<file path="src/rtl/rs_syndrome_calc.sv">
// RS(15,9) syndrome front end over GF(16) (x^4+x+1): Horner-evaluates r(alpha^j), j=1..N_SYN,
// over a serially received codeword (r14 first). Only WORD_WIDTH=4 is meaningful.

module rs_syn_lane #(
  parameter int                    WORD_WIDTH = 4,
  parameter logic [WORD_WIDTH-1:0] ALPHA      = 4'h2
) (
  input  logic                  clk,
  input  logic                  rst_n,
  input  logic                  clr,
  input  logic                  en,
  input  logic [WORD_WIDTH-1:0] sym_in,
  output logic [WORD_WIDTH-1:0] acc
);

  // GF(16) multiply; with a constant b this folds down to a small XOR network.
  function automatic logic [WORD_WIDTH-1:0] gf_mul(input logic [WORD_WIDTH-1:0] a,
                                                   input logic [WORD_WIDTH-1:0] b);
    logic [WORD_WIDTH-1:0] p, x;
    p = '0;
    x = a;
    for (int i = 0; i < WORD_WIDTH; i++) begin
      if (b[i]) p = p ^ x;
      x = {x[WORD_WIDTH-2:0], 1'b0} ^ (x[WORD_WIDTH-1] ? WORD_WIDTH'(3) : '0);
    end
    return p;
  endfunction

  always_ff @(posedge clk or negedge rst_n) begin
    if (!rst_n)   acc <= '0;
    else if (clr) acc <= '0;
    else if (en)  acc <= gf_mul(acc, ALPHA) ^ sym_in;
  end

endmodule

module rs_syndrome_calc #(
  parameter int WORD_WIDTH = 4,
  parameter int N_CODE     = 15,
  parameter int N_SYN      = 6,
  parameter int CNT_WIDTH  = 4
) (
  input  logic                             clk,
  input  logic                             rst_n,
  input  logic                             start,
  input  logic                             sym_valid,
  input  logic [WORD_WIDTH-1:0]            sym_in,
  output logic                             busy,
  output logic                             ready,
  output logic [N_SYN-1:0][WORD_WIDTH-1:0] syn_o,
  output logic                             err_o
);

  localparam int STAGES = 1;

  typedef enum logic [1:0] {IDLE, ACC, DONE} state_t;

  function automatic logic [WORD_WIDTH-1:0] alpha_pow(input int e);
    logic [WORD_WIDTH-1:0] p;
    p = WORD_WIDTH'(1);
    for (int i = 0; i < e; i++)
      p = {p[WORD_WIDTH-2:0], 1'b0} ^ (p[WORD_WIDTH-1] ? WORD_WIDTH'(3) : '0);
    return p;
  endfunction

  state_t                           state;
  logic [CNT_WIDTH-1:0]             cnt;
  logic [STAGES:0]                  vld_pipe;
  logic [N_SYN-1:0][WORD_WIDTH-1:0] acc;
  logic                             start_acc;
  logic                             acc_en;

  // The busy tail after DONE keeps a new start from being taken before ready fires.
  assign start_acc = start && (state == IDLE) && !busy;
  assign acc_en    = sym_valid && (state == ACC);

  for (genvar k = 0; k < N_SYN; k++) begin : g_lane
    rs_syn_lane #(
      .WORD_WIDTH (WORD_WIDTH),
      .ALPHA      (alpha_pow(k + 1))
    ) u_lane (
      .clk    (clk),
      .rst_n  (rst_n),
      .clr    (start_acc),
      .en     (acc_en),
      .sym_in (sym_in),
      .acc    (acc[k])
    );
  end

  always_ff @(posedge clk or negedge rst_n) begin
    if (!rst_n) begin
      state    <= IDLE;
      cnt      <= '0;
      busy     <= 1'b0;
      vld_pipe <= '0;
      syn_o    <= '0;
      err_o    <= 1'b0;
    end else begin
      vld_pipe <= {vld_pipe[STAGES-1:0], state == DONE};
      case (state)
        IDLE: if (start_acc) begin
          cnt   <= '0;
          busy  <= 1'b1;
          state <= ACC;
        end
        ACC: if (sym_valid) begin
          cnt <= cnt + CNT_WIDTH'(1);
          if (cnt == CNT_WIDTH'(N_CODE - 1)) state <= DONE;
        end
        DONE: begin
          syn_o <= acc;
          err_o <= |acc;
          state <= IDLE;
        end
        default: state <= IDLE;
      endcase
      if (vld_pipe[0]) busy <= 1'b0;
    end
  end

  assign ready = vld_pipe[STAGES];

endmodule

</file>
<file path="config.mk">
export PLATFORM = sky130hd
export DESIGN_NAME = rs_syndrome_calc
export DESIGN_NICKNAME = d
export VERILOG_FILES = /design/src/rtl/rs_syndrome_calc.sv
export SDC_FILE = /design/constraint.sdc
export NUM_CORES = 1
export LEC_CHECK = 0
export ABC_AREA = 1
export CAP_MARGIN = 15
export CORE_ASPECT_RATIO = 2
export CORE_MARGIN = 5
export CORE_UTILIZATION = 41
export DETAILED_ROUTE_END_ITERATION = 16
export GPL_TIMING_DRIVEN = 0
export PLACE_DENSITY = 0.69
export SYNTH_ARGS = -nofsm -noshare
export SYNTH_HDL_FRONTEND = slang
export SYNTH_HIERARCHICAL = 1
export SYNTH_SLANG_ARGS = --single-unit
</file>
<file path="constraint.sdc">
create_clock -name clk -period 2.9 [get_ports clk]
set_input_delay 0.58 -clock clk [delete_from_list [all_inputs] [get_ports clk]]
set_output_delay 0.58 -clock clk [all_outputs]
set_load 0.02 [all_outputs]
</file>
**Word-level counts from Yosys, hierarchy flattened**

Index checks and enable logic that the tools add are counted.

- Bits in registers: 58
- Input bits: 8
- Output and inout port bits: 27

- $add $sub $neg: 1
- Equal/unequal tests: 6
- Multiplexer cells: 52
- Bitwise operators: 21
- Reduce and logical (&&, ||, !) cells: 13

Operators by type and width:

| operator | count |
|---|---|
| $mux 4 | 32 |
| $xor 4x4->4 | 21 |
| $mux 2 | 15 |
| $reduce_or 24->1 | 1 |
| $pmux 4 s2 | 1 |
| $reduce_bool 2->1 | 4 |
| $reduce_and 3->1 | 2 |
| $add 4x1->4 const B | 1 |
| $eq 4x4->1 const B | 1 |
| $ne 2x1->1 const B | 2 |
| $pmux 2 s2 | 1 |
| $logic_and 1x1->1 | 3 |
| $mux 1 | 3 |
| $eq 2x1->1 const B | 1 |
| $eq 2x2->1 const B | 1 |
| $logic_not 2->1 | 1 |
| $ne 2x2->1 const B | 1 |
| $reduce_and 2->1 | 1 |
| $logic_not 1->1 | 1 |

**Depth between registers and ports, before layout**

- Depth in word-level cells: 12
- Depth in mapped cells: 8
- Depth with buffers taken out: 8

**Hierarchy**

Netlist, hierarchy kept.

By module, submodules not included:

| module | times used | cells an instance | area an instance (um^2) | sequential area each (um^2) |
|---|---|---|---|---|
| rs_syndrome_calc | 1 | 171 | 1457.6 | 850.8 |
| rs_syn_lane at g_lane[5].u_lane | 1 | 54 | 309.0 | 100.1 |
| rs_syn_lane at g_lane[4].u_lane | 1 | 53 | 302.8 | 100.1 |
| rs_syn_lane at g_lane[3].u_lane | 1 | 50 | 290.3 | 100.1 |
| rs_syn_lane at g_lane[2].u_lane | 1 | 42 | 275.3 | 100.1 |
| rs_syn_lane at g_lane[1].u_lane | 1 | 35 | 252.7 | 100.1 |
| rs_syn_lane at g_lane[0].u_lane | 1 | 27 | 222.7 | 100.1 |

**Worst setup path after synthesis**

OpenSTA, ideal clock, no wires.

- Path type: input to register
- From: input port start
- To: register g_lane[5].u_lane.acc[1]
- Setup time: 65 ps
- Data arrival time: 1574 ps
- Required time: 2835 ps
- Path slack: 1261 ps
- Stages: 6
- Path buffers: 0
- Path through: nand4_2 -> inv_1 -> nor2_2 -> nor2_2 -> nand3_1 -> nand2_1

- Word-level cells in the longest chain between the ends: 3

RTL lines:

| what | RTL line | source |
|---|---|---|
| start, declared | 45 | `input logic start,` |
| $logic_and 1x1->1 (*) (2 in a row) | 74 | `assign start_acc = start && (state == IDLE) && !busy;` |
| named net start_acc | 70 | `logic start_acc;` |
| $mux 4 / $reduce_bool 2->1 (equally long branches) | -- |  |
| end signal, assigned | 32 | `else if (en) acc <= gf_mul(acc, ALPHA) ^ sym_in;` |
| end, declared | 13 | `output logic [WORD_WIDTH-1:0] acc` |

The timed path passes the listed nets; every way through them passes the cells marked *.
A chain may end at the register's enable or synchronous reset.

**Final worst setup path**

- From: input port start
- To: register g_lane[3].u_lane.acc[1]

- Word-level cells in the longest chain between the ends: 3

RTL lines:

| what | RTL line |
|---|---|
| $logic_and 1x1->1 (*) (2 in a row) | 74 |
| named net start_acc | 70 |
| $mux 4 / $reduce_bool 2->1 (equally long branches) | -- |
| end signal, assigned | 32 |
| end, declared | 13 |

Marked as above.

==> flow_summary_export.csv <==
group,metric,value,unit
routing,wl_per_cell,11.56,um
grt,antenna_found_initial,0,
setup_path,critPathArrivalTime,2.36,ns
setup_path,reg2reg_depth,7,
pwr,p_sw_share,21.76,%
routing,wl_met3,356,um
synthesis,syn_nets,442,
clock_tree,clk_path_buf_depth,2,
hold_path,hold_path.class,"in2async",
routing,vias,2739,
sta,grt_setup_unrepaired,"false",
routing,dr.pass1.iters,4,
status,status,"finished clean",
floorplanning,fp.dieW,71.59,um
pwr,pwr-share-comb,6.5,%
cells_and_area,multi_input_area,1398,sq um
setup_path,r2r-start,"state[0]",
clock_tree,tritoncts.num_buffers,9,
setup_path,cpMostUsedCell,"nor2_2",
clock_tree,cts.sinks,58,
setup_path,cp_slowest_stage_delay,0.53,ns
synthesis,synth.avg_cell_area,7.200,sq um
cells_and_area,synthToLayoutAreaGrowth,26.35,%
sta,maxSlewViolCount,0,
place,gp_congestion,0.8449,
pwr,p_leak,2.114,nW
place,place_area,3591,sq um
pwr,p_switching,0.0004740,W
floorplanning,num_rows,45,
sta,setup_violations,0,
routing,route.detailed.drc,0,
cells_and_area,fin_cells,577,
grt,grt_max_degree,39,
cells_and_area,final_nets,488,
setup_path,cp-startpoint,"start",
floorplanning,coreArea,7488,sq um
cells_and_area,drive_above_1_share,12.22,%
cells_and_area,nFillCells,706,
sta,hold_ws,0.3732,ns
setup_path,slowest_stage,"inv_1",
clock_tree,cts.clk_slew.worst_paths,0.05,ns
routing,wl_met2,3093,um
pwr,power_frac_seq,39.4,%
floorplanning,dieHeight,133.2,um
sta,hold_viol,0,
floorplanning,initial_core_util,41.54,%
pwr,pwr-share-clk,54.1,%
clock_tree,htreeDepth,3,
routing,met1Wirelength,3069,um
sta,skew,0.005284,ns
sta,period_minus_slack,2.096,ns
cells_and_area,regArea,1451,sq um
synthesis,synth_cells,432,
pwr,peakVddDrop,0.0004145,V
routing,top_layer,"met4",
setup_path,cp_num_cells,7,
synthesis,ys_ff_latch,58,
setup_path,crit_fanout,12,
routing,wl,6669,um
sta,tightest_slew,0.8830,ns
setup_path,worstSetupPathType,"in2reg",
setup_path,critical_path.top_delay_family,"buffers and inverters",
clock_tree,cts-root-buf,"clkbuf_16",
place,place_inst,561,
cells_and_area,antenna_cells,0,
pwr,p_total,0.002178,W
sta,relSlewSlack,41.13,%
clock_tree,hold_buffers,0,
place,io_buffers,34,
sta,clock.fmax,0.4772,GHz
clock_tree,clk_latency,0.33,ns
synthesis,synth.distinct_cells,23,
sta,period_share,72.27,%
setup_path,path_cells,"clkdlybuf4s50_1, nand4_2, inv_1, nor2_2, nor2_2, nand3_1, nand2_1",
synthesis,ys_seq_area_share,46.66,%
pwr,power_density,554.1,nW/um^2
setup_path,critPathLaunchType,"primary input",
floorplanning,dieArea,9534,sq um
cells_and_area,final_area,3930,sq um
setup_path,cp-endpoint,"g_lane[3].u_lane/acc[1]",
routing,ant_nets,0,
flow_run,maxCapViolCount,0,
synthesis,ys_warn_count,6,
setup_path,critPathCaptureType,"flip-flop",
place,dp_hpwl,4791,um
routing,drtIter0Drc,149,
floorplanning,pin_count,35,
setup_path,worstPathRequired,3.17,ns
grt,overflow,0,
clock_tree,cts_setup_buffers,0,
synthesis,netlist_area,3110,sq um
setup_path,r2r_slack,1.04,ns
clock_tree,postCtsResizedCells,0,
setup_path,rr_endpoint,"g_lane[3].u_lane/acc[1]",
grt,grtUsageTotal,16.16,%
pwr,p_int,0.001704,W
grt,grt_pass1_wl,12130,um
setup_path,path_buf_inv,2,
grt,grt_pass1_vias,2680,
clock_tree,tritoncts,"done",
routing,via_per_inst,4.747,
[metrics by stage]
stage	util, %	setup TNS, ns	worst slack (ns)
floorplan	-	0	1.261
global placement	47.65	-33.76	-0.5851
detailed placement	47.95	0	0.4539
CTS	52.48	0	0.8066
global route	52.48	0	0.6259
finish	52.48	0	0.8042
[layout make-up]
| class | instances | share of cell area (%) |
|---|---|---|
| flip-flops and latches | 58 | 36.93 |
| multi-input cells | 310 | 35.56 |
| repair buffers | 35 | 9.233 |
| clock buffers | 12 | 6.781 |
| inverters | 59 | 5.635 |
| well taps | 94 | 2.993 |
| clock inverters | 4 | 1.847 |
| plain buffers | 5 | 1.019 |
[placed cells by master, fill, tap and decap left out, drive strengths merged]
cell type / synthesis / routed
a21oi: 1 / 1
buf: 5 / 7
bufinv: 0 / 2
clkbuf: 0 / 12
clkdlybuf4s50: 0 / 33
clkinv: 0 / 1
clkinvlp: 0 / 1
dfrtp: 58 / 58
ha: 2 / 2
inv: 59 / 59
nand2: 200 / 200
nand3: 33 / 33
nand3b: 8 / 8
nand4: 2 / 2
nor2: 43 / 43
o21ai: 11 / 11
o22ai: 4 / 4
xnor2: 6 / 6
[registers in the layout, summed over array words and instances (netlist names)]
name               count
g_lane.u_lane/acc     24
syn_o                 24
cnt                    4
state                  2
vld_pipe               2
busy                   1
err_o                  1
[synth_stat cells, drive strengths merged]
library cell,instances,area share [%]
inv,59,7.1
xnor2,6,1.7
a21oi,1,0.16
nand3b,8,1.9
o22ai,4,1.0
nand2,200,25
ha,2,0.80
nand4,2,0.60
nor2,43,6.8
o21ai,11,1.8
dfrtp,58,47
nand3,33,5.3
buf,5,1.3
[cells by family (layout without fill, tap and decap cells)]
kind of cell | count (synthesis) | after routing | synth area share [%]
and+or+nand+nor | 286 | 286 | 39.50
buffers and inverters | 64 | 115 | 8.407
DFF | 58 | 58 | 46.66
AOI/OAI and AO/OA | 16 | 16 | 2.936
xor gates and xnor gates | 6 | 6 | 1.689
adders and majority gates | 2 | 2 | 0.8044
[how the worst min path moves through the flow]
| stage | startpoint | endpoint | slack (ns) | cells after the start |
|---|---|---|---|---|
| 6_report | rst_n | syn_o[2] | 0.37 | 1 |
| 5_1_grt | vld_pipe[0] | vld_pipe[1] | 0.42 | 0 |
| 4_1_cts | rst_n | syn_o[2] | 0.40 | 1 |
| 3_5_place_dp | vld_pipe[0] | vld_pipe[1] | 0.37 | 0 |
| 3_3_place_gp | vld_pipe[0] | vld_pipe[1] | 0.38 | 0 |
| 2_1_floorplan | rst_n | busy | 0.28 | 0 |
[power groups by stage]
stage	clock network (W)	logic (W)	registers [W]
2_1_floorplan	0	0.0000897	0.000864
3_3_place_gp	0	0.000134	0.000871
3_5_place_dp	0	0.000142	0.000872
4_1_cts	0.00121	0.000143	0.000858
5_1_grt	0.00123	0.000168	0.000863
6_report	0.00118	0.000142	0.000858
[routing by layer]
layer | GRT usage [%] | vias up
met4 | 7.008 | 0
met5 | 0 | -
li1 | - | 1419
met3 | 4.909 | 9
met1 | 20.21 | 1249
met2 | 25.46 | 62
(Power assumes the default switching activity.)
